==> src/rtl/thread_pkg.sv <==
// Shared defaults and FSM encoding for the frame job dispatcher and the
// worker thread array it feeds.
package thread_pkg;

  localparam int DEF_N_THREADS = 16;
  localparam int DEF_N_JOBS    = 307200;
  localparam int DEF_JOB_W     = 19;

  typedef enum logic [1:0] {
    ST_IDLE,
    ST_DISPATCH,
    ST_DRAIN,
    ST_FINISH
  } state_e;

endpackage

==> src/rtl/rr_free_select.sv <==
// Round-robin free-slot finder: first clear bit of busy_mask_i at or after
// rr_ptr_i, wrapping modulo N_THREADS.
module rr_free_select #(
  parameter int N_THREADS = 16,
  parameter int IDX_W     = (N_THREADS > 1) ? $clog2(N_THREADS) : 1
) (
  input  logic [N_THREADS-1:0] busy_mask_i,
  input  logic [IDX_W-1:0]     rr_ptr_i,
  output logic                 found_o,
  output logic [IDX_W-1:0]     idx_o
);

  logic [IDX_W:0] cand;

  // Scan from the farthest offset down so the nearest free slot wins.
  always_comb begin
    found_o = 1'b0;
    idx_o   = '0;
    cand    = '0;
    for (int k = N_THREADS - 1; k >= 0; k--) begin
      cand = {1'b0, rr_ptr_i} + (IDX_W + 1)'(k);
      if (cand >= (IDX_W + 1)'(N_THREADS)) begin
        cand = cand - (IDX_W + 1)'(N_THREADS);
      end
      if (!busy_mask_i[cand[IDX_W-1:0]]) begin
        found_o = 1'b1;
        idx_o   = cand[IDX_W-1:0];
      end
    end
  end

endmodule

==> src/rtl/thread_dispatcher.sv <==
// Hands out one job index per cycle to free worker threads in round-robin
// order until a frame's worth of jobs is issued, then waits for all to retire.
module thread_dispatcher
  import thread_pkg::*;
#(
  parameter int N_THREADS = DEF_N_THREADS,
  parameter int N_JOBS    = DEF_N_JOBS,
  parameter int JOB_W     = DEF_JOB_W
) (
  input  logic                 clk,
  input  logic                 rst,
  input  logic                 start,
  input  logic [N_THREADS-1:0] thread_done,
  output logic [N_THREADS-1:0] job_valid,
  output logic [JOB_W-1:0]     job_idx,
  output logic                 busy,
  output logic                 done,
  output logic                 err
);

  localparam int IDX_W = (N_THREADS > 1) ? $clog2(N_THREADS) : 1;

  state_e               state_q, state_d;
  logic [N_THREADS-1:0] mask_q, mask_d, mask_clr;
  logic [JOB_W:0]       next_q, next_d;
  logic [IDX_W-1:0]     rr_q, rr_d, sel_idx;
  logic                 sel_found;
  logic [N_THREADS-1:0] valid_q, valid_d;
  logic [JOB_W-1:0]     idx_q, idx_d;
  logic                 busy_q, busy_d, done_q, done_d, err_q, err_d;

  // Retirements this cycle free their slot for immediate reissue.
  assign mask_clr = mask_q & ~thread_done;

  rr_free_select #(
    .N_THREADS (N_THREADS),
    .IDX_W     (IDX_W)
  ) u_sel (
    .busy_mask_i (mask_clr),
    .rr_ptr_i    (rr_q),
    .found_o     (sel_found),
    .idx_o       (sel_idx)
  );

  always_comb begin
    state_d = state_q;
    mask_d  = mask_clr;
    next_d  = next_q;
    rr_d    = rr_q;
    valid_d = '0;
    idx_d   = '0;
    busy_d  = busy_q;
    done_d  = 1'b0;
    err_d   = err_q | (|(thread_done & ~mask_q));
    unique case (state_q)
      ST_IDLE: begin
        if (start) begin
          state_d = ST_DISPATCH;
          next_d  = '0;
          rr_d    = '0;
          busy_d  = 1'b1;
        end
      end
      ST_DISPATCH: begin
        if (sel_found) begin
          valid_d[sel_idx] = 1'b1;
          idx_d            = next_q[JOB_W-1:0];
          mask_d[sel_idx]  = 1'b1;
          next_d           = next_q + 1'b1;
          rr_d = (sel_idx == IDX_W'(N_THREADS - 1)) ? '0 : sel_idx + 1'b1;
          if (next_q == (JOB_W + 1)'(N_JOBS - 1)) begin
            state_d = ST_DRAIN;
          end
        end
      end
      ST_DRAIN: begin
        if (mask_clr == '0) begin
          state_d = ST_FINISH;
        end
      end
      ST_FINISH: begin
        done_d  = 1'b1;
        busy_d  = 1'b0;
        state_d = ST_IDLE;
      end
      default: state_d = ST_IDLE;
    endcase
  end

  always_ff @(posedge clk) begin
    if (rst) begin
      state_q <= ST_IDLE;
      mask_q  <= '0;
      next_q  <= '0;
      rr_q    <= '0;
      valid_q <= '0;
      idx_q   <= '0;
      busy_q  <= 1'b0;
      done_q  <= 1'b0;
      err_q   <= 1'b0;
    end else begin
      state_q <= state_d;
      mask_q  <= mask_d;
      next_q  <= next_d;
      rr_q    <= rr_d;
      valid_q <= valid_d;
      idx_q   <= idx_d;
      busy_q  <= busy_d;
      done_q  <= done_d;
      err_q   <= err_d;
    end
  end

  assign job_valid = valid_q;
  assign job_idx   = idx_q;
  assign busy      = busy_q;
  assign done      = done_q;
  assign err       = err_q;

endmodule
==> config.mk <==
export PLATFORM = sky130hd
export DESIGN_NAME = thread_dispatcher
export DESIGN_NICKNAME = d
export VERILOG_FILES = /design/src/rtl/thread_pkg.sv /design/src/rtl/rr_free_select.sv /design/src/rtl/thread_dispatcher.sv
export SDC_FILE = /design/constraint.sdc
export NUM_CORES = 1
export LEC_CHECK = 0
export BUFFER_PORTS_ARGS = -buffer_cell sky130_fd_sc_hd__buf_4
export CAP_MARGIN = 0
export CORE_MARGIN = 2
export CORE_UTILIZATION = 55
export CTS_BUF_LIST = sky130_fd_sc_hd__clkbuf_16
export DETAILED_ROUTE_END_ITERATION = 12
export PLACE_DENSITY = 0.81
export SETUP_SLACK_MARGIN = 0.1
export SLEW_MARGIN = 15
export SYNTH_ARGS = -nofsm -noshare
export SYNTH_HDL_FRONTEND = slang
export SYNTH_SLANG_ARGS = --single-unit
export TNS_END_PERCENT = 30
==> constraint.sdc <==
create_clock -name clk -period 13.4 [get_ports clk]
set_clock_uncertainty 0.15 [all_clocks]
set_input_delay 2.01 -clock clk [delete_from_list [all_inputs] [get_ports clk]]
set_output_delay 2.01 -clock clk [all_outputs]
set_load 0.03 [all_outputs]
# Yosys cells after proc, flatten, opt, wreduce, memory -nomap -nowiden
# Cells that the tools add are included.
# op_classes
n_addsub,33
order_cmp,34
n_eq_ne,9
n_mux,99
bitwise_logic,8
n_reduce_logical,10
# op_table
operator,n
two-way mux 4 bit,35
< comparator 4 x 5 -> 1 bit (second input constant),17
greater-or-equal comparator 5 bit (second input constant),15
binary-select mux 1 bit (select 4 bit),16
subtractor 4 x 1 -> 4 bit (second input constant),16
adder 4 x 4 -> 5 bit (second input constant),8
two-way mux 20 bit,2
one-hot mux 20 bit (2 select lines),1
two-way mux 1 bit,35
AND 16 bit,2
two-way mux 16 bit,2
NOT 16 bit,2
adder 20 x 1 -> 20 bit (second input constant),1
adder 4 x 3 -> 5 bit (second input constant),4
== test 20 x 19 -> 1 bit (second input constant),1
zero test 16 bit,1
OR 16 bit,1
OR reduction 16 bit,1
adder 4 x 2 -> 5 bit (second input constant),2
two-way mux 2 bit,4
inequality test 2 bit (second input constant),4
one-hot mux 2 bit (4 select lines),1
one-hot mux 4 bit (2 select lines),1
adder 4 x 1 -> 5 bit (second input constant),1
17 further kinds,20
# totals
regBits,80
word_cells,202

# Depth between registers and ports, before layout
# Gate-level depths: netlist of run 1.
# depth
ltp_word,28
mapped_depth,17
ltp_nobuf,14

# By module
# From an unflattened synthesis of run 1, not the netlist that was laid out.
# hier_totals
hier_cells,578
area_unflattened_um2,5335.1
# modules_own_cells
module,instances,cells_each,area_per_inst_um2,seq_area_each_um2
thread_dispatcher,1,327,3080.5,1601.5
rr_free_select,1,251,2254.7,0.0

# Worst setup path after synthesis of run 1
# OpenSTA, ideal clock, no wires.
# synth_timing
path_kind,input-to-reg
start,input port thread_done[11]
end,register rr_q[3]
t_arrival_ns,4.712
t_required_ns,13.133
setup_slack_ns,8.421
stages,12
path_buffers,0
path_cell_list,nand2b_1 > o21ai_0 > mux4_2 > mux2i_1 > mux2i_1 > o21ai_1 > or2_2 > o22ai_1 > ha_1 > a211o_1 > nand3_1 > a32o_1
# synth_via
elab_chain_len,24
word_cells_on_any_way,73
cone_classes,1 x add/sub; 2 x eq/ne; 67 x mux; 2 x bitwise; 1 x reduce/logical
# synth_lines
element,line_no,rtl
start: declaration,thread_dispatcher.sv:13,"input logic [N_THREADS-1:0] thread_done,"
NOT 16 bit *,thread_dispatcher.sv:33,assign mask_clr = mask_q & ~thread_done;
AND 16 bit *,thread_dispatcher.sv:33,
binary-select mux 1 bit (select 4 bit),rr_free_select.sv:25,if (!busy_mask_i[cand[IDX_W-1:0]]) begin
two-way mux 1 bit (implied by the code),rr_free_select.sv:25,
two-way mux 4 bit (16 in a row),rr_free_select.sv:25,
adder 4 x 1 -> 4 bit / == test 4 bit (equally long branches),thread_dispatcher.sv:70,rr_d = (sel_idx == IDX_W'(N_THREADS - 1)) ? '0 : sel_idx + 1'b1;
two-way mux 4 bit,thread_dispatcher.sv:70,
two-way mux 4 bit,thread_dispatcher.sv:65,if (sel_found) begin
one-hot mux 4 bit (2 select lines),thread_dispatcher.sv:55,unique case (state_q)
end signal: assignment,thread_dispatcher.sv:105,rr_q <= rr_d;
end: declaration,thread_dispatcher.sv:26,"logic [IDX_W-1:0] rr_q, rr_d, sel_idx;"
# Every way passes the cells marked *; elsewhere a longest branch is shown, timed or not. The select of a mux whose other input is x is not followed.
# A chain may end at the register's enable or synchronous reset.

# Worst setup path in the final report of run 1
# layout_timing
start,input port thread_done[11]
end,register mask_q[6]
# layout_via
elab_chain_len,27
word_cells_on_any_way,74
cone_classes,2 x order compare; 68 x mux; 3 x bitwise; 1 x reduce/logical
# layout_lines
element,line_no,rtl
NOT 16 bit *,thread_dispatcher.sv:33,
AND 16 bit *,thread_dispatcher.sv:33,
binary-select mux 1 bit (select 4 bit),rr_free_select.sv:25,
two-way mux 1 bit (implied by the code),rr_free_select.sv:25,
two-way mux 4 bit (16 in a row),rr_free_select.sv:25,
< comparator 4 x 5 -> 1 bit (implied by the code) / greater-or-equal comparator 4 x 1 -> 1 bit (equally long branches),thread_dispatcher.sv:68,mask_d[sel_idx] = 1'b1;
logical AND 1 bit (implied by the code),thread_dispatcher.sv:68,
two-way mux 1 bit (implied by the code),thread_dispatcher.sv:68,
demux 1 bit (select 4 bit),thread_dispatcher.sv:68,
OR 16 bit (no line),--,
two-way mux 16 bit *,thread_dispatcher.sv:65,
two-way mux 16 bit *,thread_dispatcher.sv:55,
end signal: assignment,thread_dispatcher.sv:103,mask_q <= mask_d;
end: declaration,thread_dispatcher.sv:24,"logic [N_THREADS-1:0] mask_q, mask_d, mask_clr;"
# Marked as above.

==> results of run 1 <==
[metrics by stage]
| stage | cells | cell area (um^2) | setup slack (ns) | total power, mW | utilization [%] |
|---|---|---|---|---|---|
| global placement | 806 | 6170 | 7.622 | 0.5369 | 60.58 |
| floorplan | 639 | 5713 | 8.421 | 0.4748 | - |
| global route | 820 | 6476 | 7.342 | 0.8353 | 63.59 |
| detailed placement | 806 | 6170 | 7.470 | 0.5416 | 60.58 |
| finish | 820 | 6476 | 7.722 | 0.7983 | 63.59 |
| CTS | 820 | 6476 | 7.767 | 0.7955 | 63.59 |
[worst max path at each step]
stage | startpoint | to
global placement | thread_done[14] | rr_q[3]
global route | thread_done[15] | mask_q[6]
CTS | thread_done[11] | mask_q[6]
detailed placement | thread_done[11] | mask_q[10]
floorplan | thread_done[11] | rr_q[3]
finish | thread_done[11] | mask_q[6]
[cell usage after synthesis, types with 4 or more instances]
master / n
o2111ai_1: 8
nor3_1: 13
nand2b_1: 21
a21oi_1: 27
or3_1: 8
a2111oi_0: 6
nand3b_1: 9
nor3b_1: 4
buf_2: 8
and2_1: 16
nor2b_1: 20
nand2_1: 41
clkbuf_1: 12
a41oi_1: 4
buf_6: 5
xor2_1: 11
nand4_1: 10
a211oi_1: 7
inv_1: 31
o21ai_0: 20
mux2i_1: 19
nor4_1: 5
mux2_2: 7
nor2_1: 53
xnor2_1: 13
dfxtp_1: 80
mux4_2: 28
a221oi_1: 4
o21ai_1: 10
o311ai_0: 5
ha_1: 13
o21bai_1: 4
o22ai_1: 28
nand3_1: 10
[cells by family after synthesis]
| family | count (synthesis) |
|---|---|
| AOI/OAI and AO/OA | 166 |
| muxes | 54 |
| xor gates and xnor gates | 27 |
| buffers and inverters | 64 |
| DFF | 80 |
| adders and majority gates | 13 |
| and+or+nand+nor | 235 |
[power breakdown]
part	switching, mW	internal, mW	leakage, nW
clock network	0.0917	0.161	0.148
logic	0.190	0.0983	1.56
registers	0.00931	0.248	0.646
[area by class of cell]
type                            count  area, um^2
Clock inverter                      5       81.33
Clock buffer                        9       225.2
Inverter                           34       127.6
Tap cell                          136       170.2
Timing Repair Buffer               61       457.9
Fill cell                         844        3709
Multi-Input combinational cell    495        3812
Sequential cell                    80        1602
[routing by layer]
metal	vias to the layer above	track usage [%]
met5	-	0
met4	0	11.37
met3	32	5.825
met2	326	50.92
met1	2708	44.82
li1	2490	-
[flip-flops by register name, summed over array words and instances (netlist names)]
name,flops
busy,1
job_idx,19
rr_q,4
mask_q,16
state_q,2
next_q,20
done,1
err,1
job_valid,16
==> impl_metrics.ini, run 1 <==
[status]
status = complete, no violations

[die]
chipHeight_um = 105.9
boundaryPins = 57
floorplan.initialDensity_pct = 56.09
floorplan.rows = 37
die_width_um = 105.9
die_area_um2 = 11220
core_area_um2 = 10180

[finish]
antenna_fix_cells = 0
mostFrequentLayoutCell = dfxtp_1
final_net_count = 713
layout-area-overhead-vs-synth_pct = 13.36
drive_above_1_share_pct = 19.01
mostFrequentLayoutCells = dfxtp_1 (80), buf_4 (61), nor2_1 (53), nand2_1 (41), inv_1 (31)

[drt]
post_drt_via_cell_ratio = 6.776
route.layer.met1.wl_mm = 7.201
met3_wirelength_mm = 1.726
maxUsedRoutingLayer = met4
route.detailed.drc = 0
postRouteAntennaNets = 0
tritonroute_pass_1_iters = 5
wirelength_mm = 17.67
route.detailed.wl_per_inst_um = 21.54
detailroute.via_count = 5556
detail_route.iter0.violations = 577
routed-wl-met2_mm = 8.258

[power]
power_density_nw_per_um2 = 123.3
vdd_ir_drop_max_mv = 0.1372
p_leak_nw = 2.355

[sta]
final-hold-violation-count = 0
timing.fmax_mhz = 176.1
slew_headroom_pct = 29.44
worst-slew-pin-transition_ns = 1.054
maxSlewViolCount = 0
totalNegativeSetupSlack_ns = 0
crit_share_post_route_pct = 42.38
setup_repair_after_global_routing_missed_its_margin = no
report.final.setup_viol = 0
holdWs_ns = 0.3455
final_critical_path_time_including_i_o_delays_and_setup_ns = 5.678

[cts]
postCtsSetupRepairBufs = 0
ctsHoldBuffers = 0
clock_insertion_delay_worst_skew_ns = 0.33
cts.reportedPaths.clkPinSlew_ns = 0.06
tritoncts = yes
root_buffer = clkbuf_16
cts.path.max_buffers = 2
numCtsBuffers = 9
cts_num_sinks = 80
cts-resized-gates = 0
ctsHtreeMaxLevel = 3

[synthesis]
yosysWarningCount = 0
yosys-top-cells-area = dfxtp_1 (28%), mux4_2 (11%), nor2_1 (3.5%), mux2i_1 (3.3%), o22ai_1 (3.1%)
postSynthRegisterBits = 80
syn_area_um2 = 5713
number_of_flops_mapped_to_enable_cells_by_yosys = 0
synth_compound_area_share_pct = 20.89
synth_mux_area_share_pct = 15.75
synthArstFlopShare_pct = 0
synth_fa_ha_area_share_pct = 2.847
post-synth-top-area-cell = dfxtp_1
combinational_family_with_the_most_area_after_synthesis = simple AND/OR/NAND/NOR gates
synth_top_area_share_pct = 28.03
yosysUniqueCellTypes = 83
yosysSeqAreaShare_pct = 28.03
post_synth_and_or_nand_nor_area_fraction_pct = 22.51
synthesis.nets = 671
ys.flop_type = dfxtp_1
synth_area_per_cell_um2 = 8.940
fraction_of_synthesized_cell_area_in_xor_and_xnor_cells_pct = 4.731
syn-instance-count = 639

[critical_path]
timing.reg2reg.setup_slack_ns = 8.10
regToRegEndpoint = mask_q[15]
worstRegToRegCells = 11
r2r-start = rr_q[1]
critical_path_cell_count = 10
timing_worst_setup_path_type = primary input to flop
path_cells = buf_4, nand2b_1, o21ai_0, mux4_2, mux2i_1, nand4b_1, o41ai_4, nor2_1, nand3b_1, o22ai_1
max_stage_delay_ns = 0.84
critical_path.max_fanout = 19
crit_family = simple AND/OR/NAND/NOR gates
cp.buffers_inverters = 1
worst-endpoint-required_ns = 13.49
timing.critical_path.arrival_ns = 5.77
crit_path_start_kind = primary input
worst_path_max_delay_cell = nor2_1
timing.critical_path.to_type = flop

[place]
place_hpwl_mm = 12.88
port_buffers = 56
gp_routability_congestion = 0.9979

[grt]
grt_start_max_net_pins = 50
grt_antenna_before_repair = 0
grt_overflow_total = 0
grt_pass1_wl_mm = 28.76
vias_in_the_first_global_route = 5383
grt_usage_pct = 32.31

[worst_hold_path]
hold_path_end = job_idx[7]
holdCritPathClass = flop to flop
worst_hold_launch = next_q[7]
hold_depth = 1

[run]
cap_violations = 0
Note: power is estimated with default switching activity, not from simulation.
==> run 2: changes to the inputs <==
Settings changed: CORE_UTILIZATION 55 to 54, PLACE_DENSITY 0.81 to 0.83.
Clock period 13.4 ns to 4.7 ns, I/O delays scaled along.
==> run 2 against run 1 <==
Via count increased by 1.7%. Sequential power increased to 2.9 times the previous value. Sequential cell count unchanged. Count of clock-buffer cells in the layout unchanged. Sequential share of layout area decreased by 0.15 points. Utilization shrank 0.20 points. Worst hold slack improved by 0.0035 ns. Highest routed layer unchanged. Largest power group unchanged. Global-route usage barely moved. Setup slack worse by 7.4 ns. Cell area increased by 0.60%. Final cell count rose by 1.5%. Register-to-register slack worse by 7.8 ns.
==> impl_metrics.ini, run 2 (synthesis gave the netlist of run 1 again) <==
[grt]
grt_overflow_total = 0
grt_pass1_wl_mm = 28.65
grt_antenna_before_repair = 0
vias_in_the_first_global_route = 5482
grt_usage_pct = 32.31
grt_start_max_net_pins = 45

[finish]
largest_register = next_q
largest_register_ffs = 20
total_of_fill_cells_in_the_finished_design = 883
drive_above_1_share_pct = 20.11
mostFrequentLayoutCell = dfxtp_1
mostFrequentLayoutCells = dfxtp_1 (80), buf_4 (71), nor2_1 (52), nand2_1 (41), inv_1 (33)
layout-area-overhead-vs-synth_pct = 14.04
final_net_count = 724
antenna_fix_cells = 0
layout.cells.non_filler = 832

[sta]
worst-slew-pin-transition_ns = 0.8397
final_critical_path_time_including_i_o_delays_and_setup_ns = 4.382
crit_share_post_route_pct = 93.22
holdWs_ns = 0.3490
final-hold-violation-count = 0
totalNegativeSetupSlack_ns = 0
setup_repair_after_global_routing_missed_its_margin = no
report.final.setup_viol = 0
maxSlewViolCount = 0
slew_headroom_pct = 44.02
timing.fmax_mhz = 228.2

[drt]
postRouteAntennaNets = 0
route.detailed.wl_per_inst_um = 21.88
detailroute.via_count = 5650
detail_route.iter0.violations = 484
post_drt_via_cell_ratio = 6.791
route.detailed.drc = 0
wirelength_mm = 18.21
tritonroute_pass_1_iters = 5

[cts]
cts-resized-gates = 0
ctsHtreeMaxLevel = 3
cts_num_sinks = 80
clock_insertion_delay_worst_skew_ns = 0.33
cts.reportedPaths.clkPinSlew_ns = 0.06
numCtsBuffers = 9
root_buffer = clkbuf_16
tritoncts = yes
cts.path.max_buffers = 2
postCtsSetupRepairBufs = 0
ctsHoldBuffers = 0

[die]
floorplan.initialDensity_pct = 55.59
die_area_um2 = 11420
die_width_um = 106.9
chipHeight_um = 106.9
core_area_um2 = 10280
floorplan.rows = 37
boundaryPins = 57

[critical_path]
worstRegToRegCells = 13
timing.critical_path.arrival_ns = 4.45
timing_worst_setup_path_type = flop to flop
worst-endpoint-required_ns = 4.77
critical_path.max_fanout = 13
timing.critical_path.to_type = flop
crit_path_start_kind = flop

[status]
status = complete, no violations

[place]
port_buffers = 56
gp_routability_congestion = 0.9998
number_of_placed_instances_taps_included = 817
place_hpwl_mm = 13.54

[power]
vdd_ir_drop_max_mv = 0.3081
power_density_nw_per_um2 = 337.4
p_leak_nw = 2.394

[worst_hold_path]
holdCritPathClass = flop to flop
hold_depth = 1

[run]
cap_violations = 0
==> run 2: power breakdown <==
group	switching [mW]	total [mW]	internal [mW]
logic	0.554	0.856	0.302
clock network	0.255	0.602	0.347
registers	0.0342	0.740	0.706
==> run 2: cell type report <==
| type | instances | area [um^2] | share of cell area [%] |
|---|---|---|---|
| multi-input combinational | 495 | 3816 | 58.57 |
| sequential | 80 | 1602 | 24.58 |
| timing repair buffer | 72 | 544.3 | 8.354 |
| clock buffer | 9 | 225.2 | 3.457 |
| tap | 136 | 170.2 | 2.612 |
| inverter | 34 | 127.6 | 1.959 |
| clock inverter | 6 | 30.03 | 0.4609 |
==> run 2: metal layers <==
metal  global-route usage (%)  share of wire (%)  up-vias
met1                    41.97                 39     2693
met3                    5.775                 10       70
met5                        0                  0        -
li1                         -                  -     2518
met2                    51.14                 46      369
met4                    17.44                4.8        0
==> run 2: path summary, 6_finish.rpt <==
path | start | end | slack, ns
worst max-delay path | rr_q[2] | next_q[19] | 0.32
worst min-delay path | next_q[9] | job_idx[9] | 0.35
worst max register to register | rr_q[2] | next_q[19] | 0.32
worst min register to register | next_q[9] | job_idx[9] | 0.35
==> run 2: stage by stage <==
step | util [%] | power [mW] | worst slack, ns | area (um^2)
6_report | 63.39 | 2.198 | 0.3185 | 6515
5_1_grt | 63.39 | 2.282 | 0.1229 | 6515
4_1_cts | 63.32 | 2.173 | 0.2206 | 6507
3_5_place_dp | 60.84 | 1.576 | 0.2890 | 6252
3_3_place_gp | 60.84 | 1.560 | 0.4081 | 6252
2_1_floorplan | - | 1.354 | 0.2640 | 5713
==> run 2: worst max-delay path, cell delays in order (launching register included) <==
cell      delay, ns
dfxtp_1        0.30
inv_1          0.26
ha_1           0.32
xor2_1         0.49
mux4_2         0.39
mux2i_1        0.23
o21bai_1       0.24
or4_4          0.61
o41ai_4        0.43
a21oi_4        0.18
nand4_2        0.30
nor3_1         0.10
xnor2_1        0.17
nor2_1         0.07
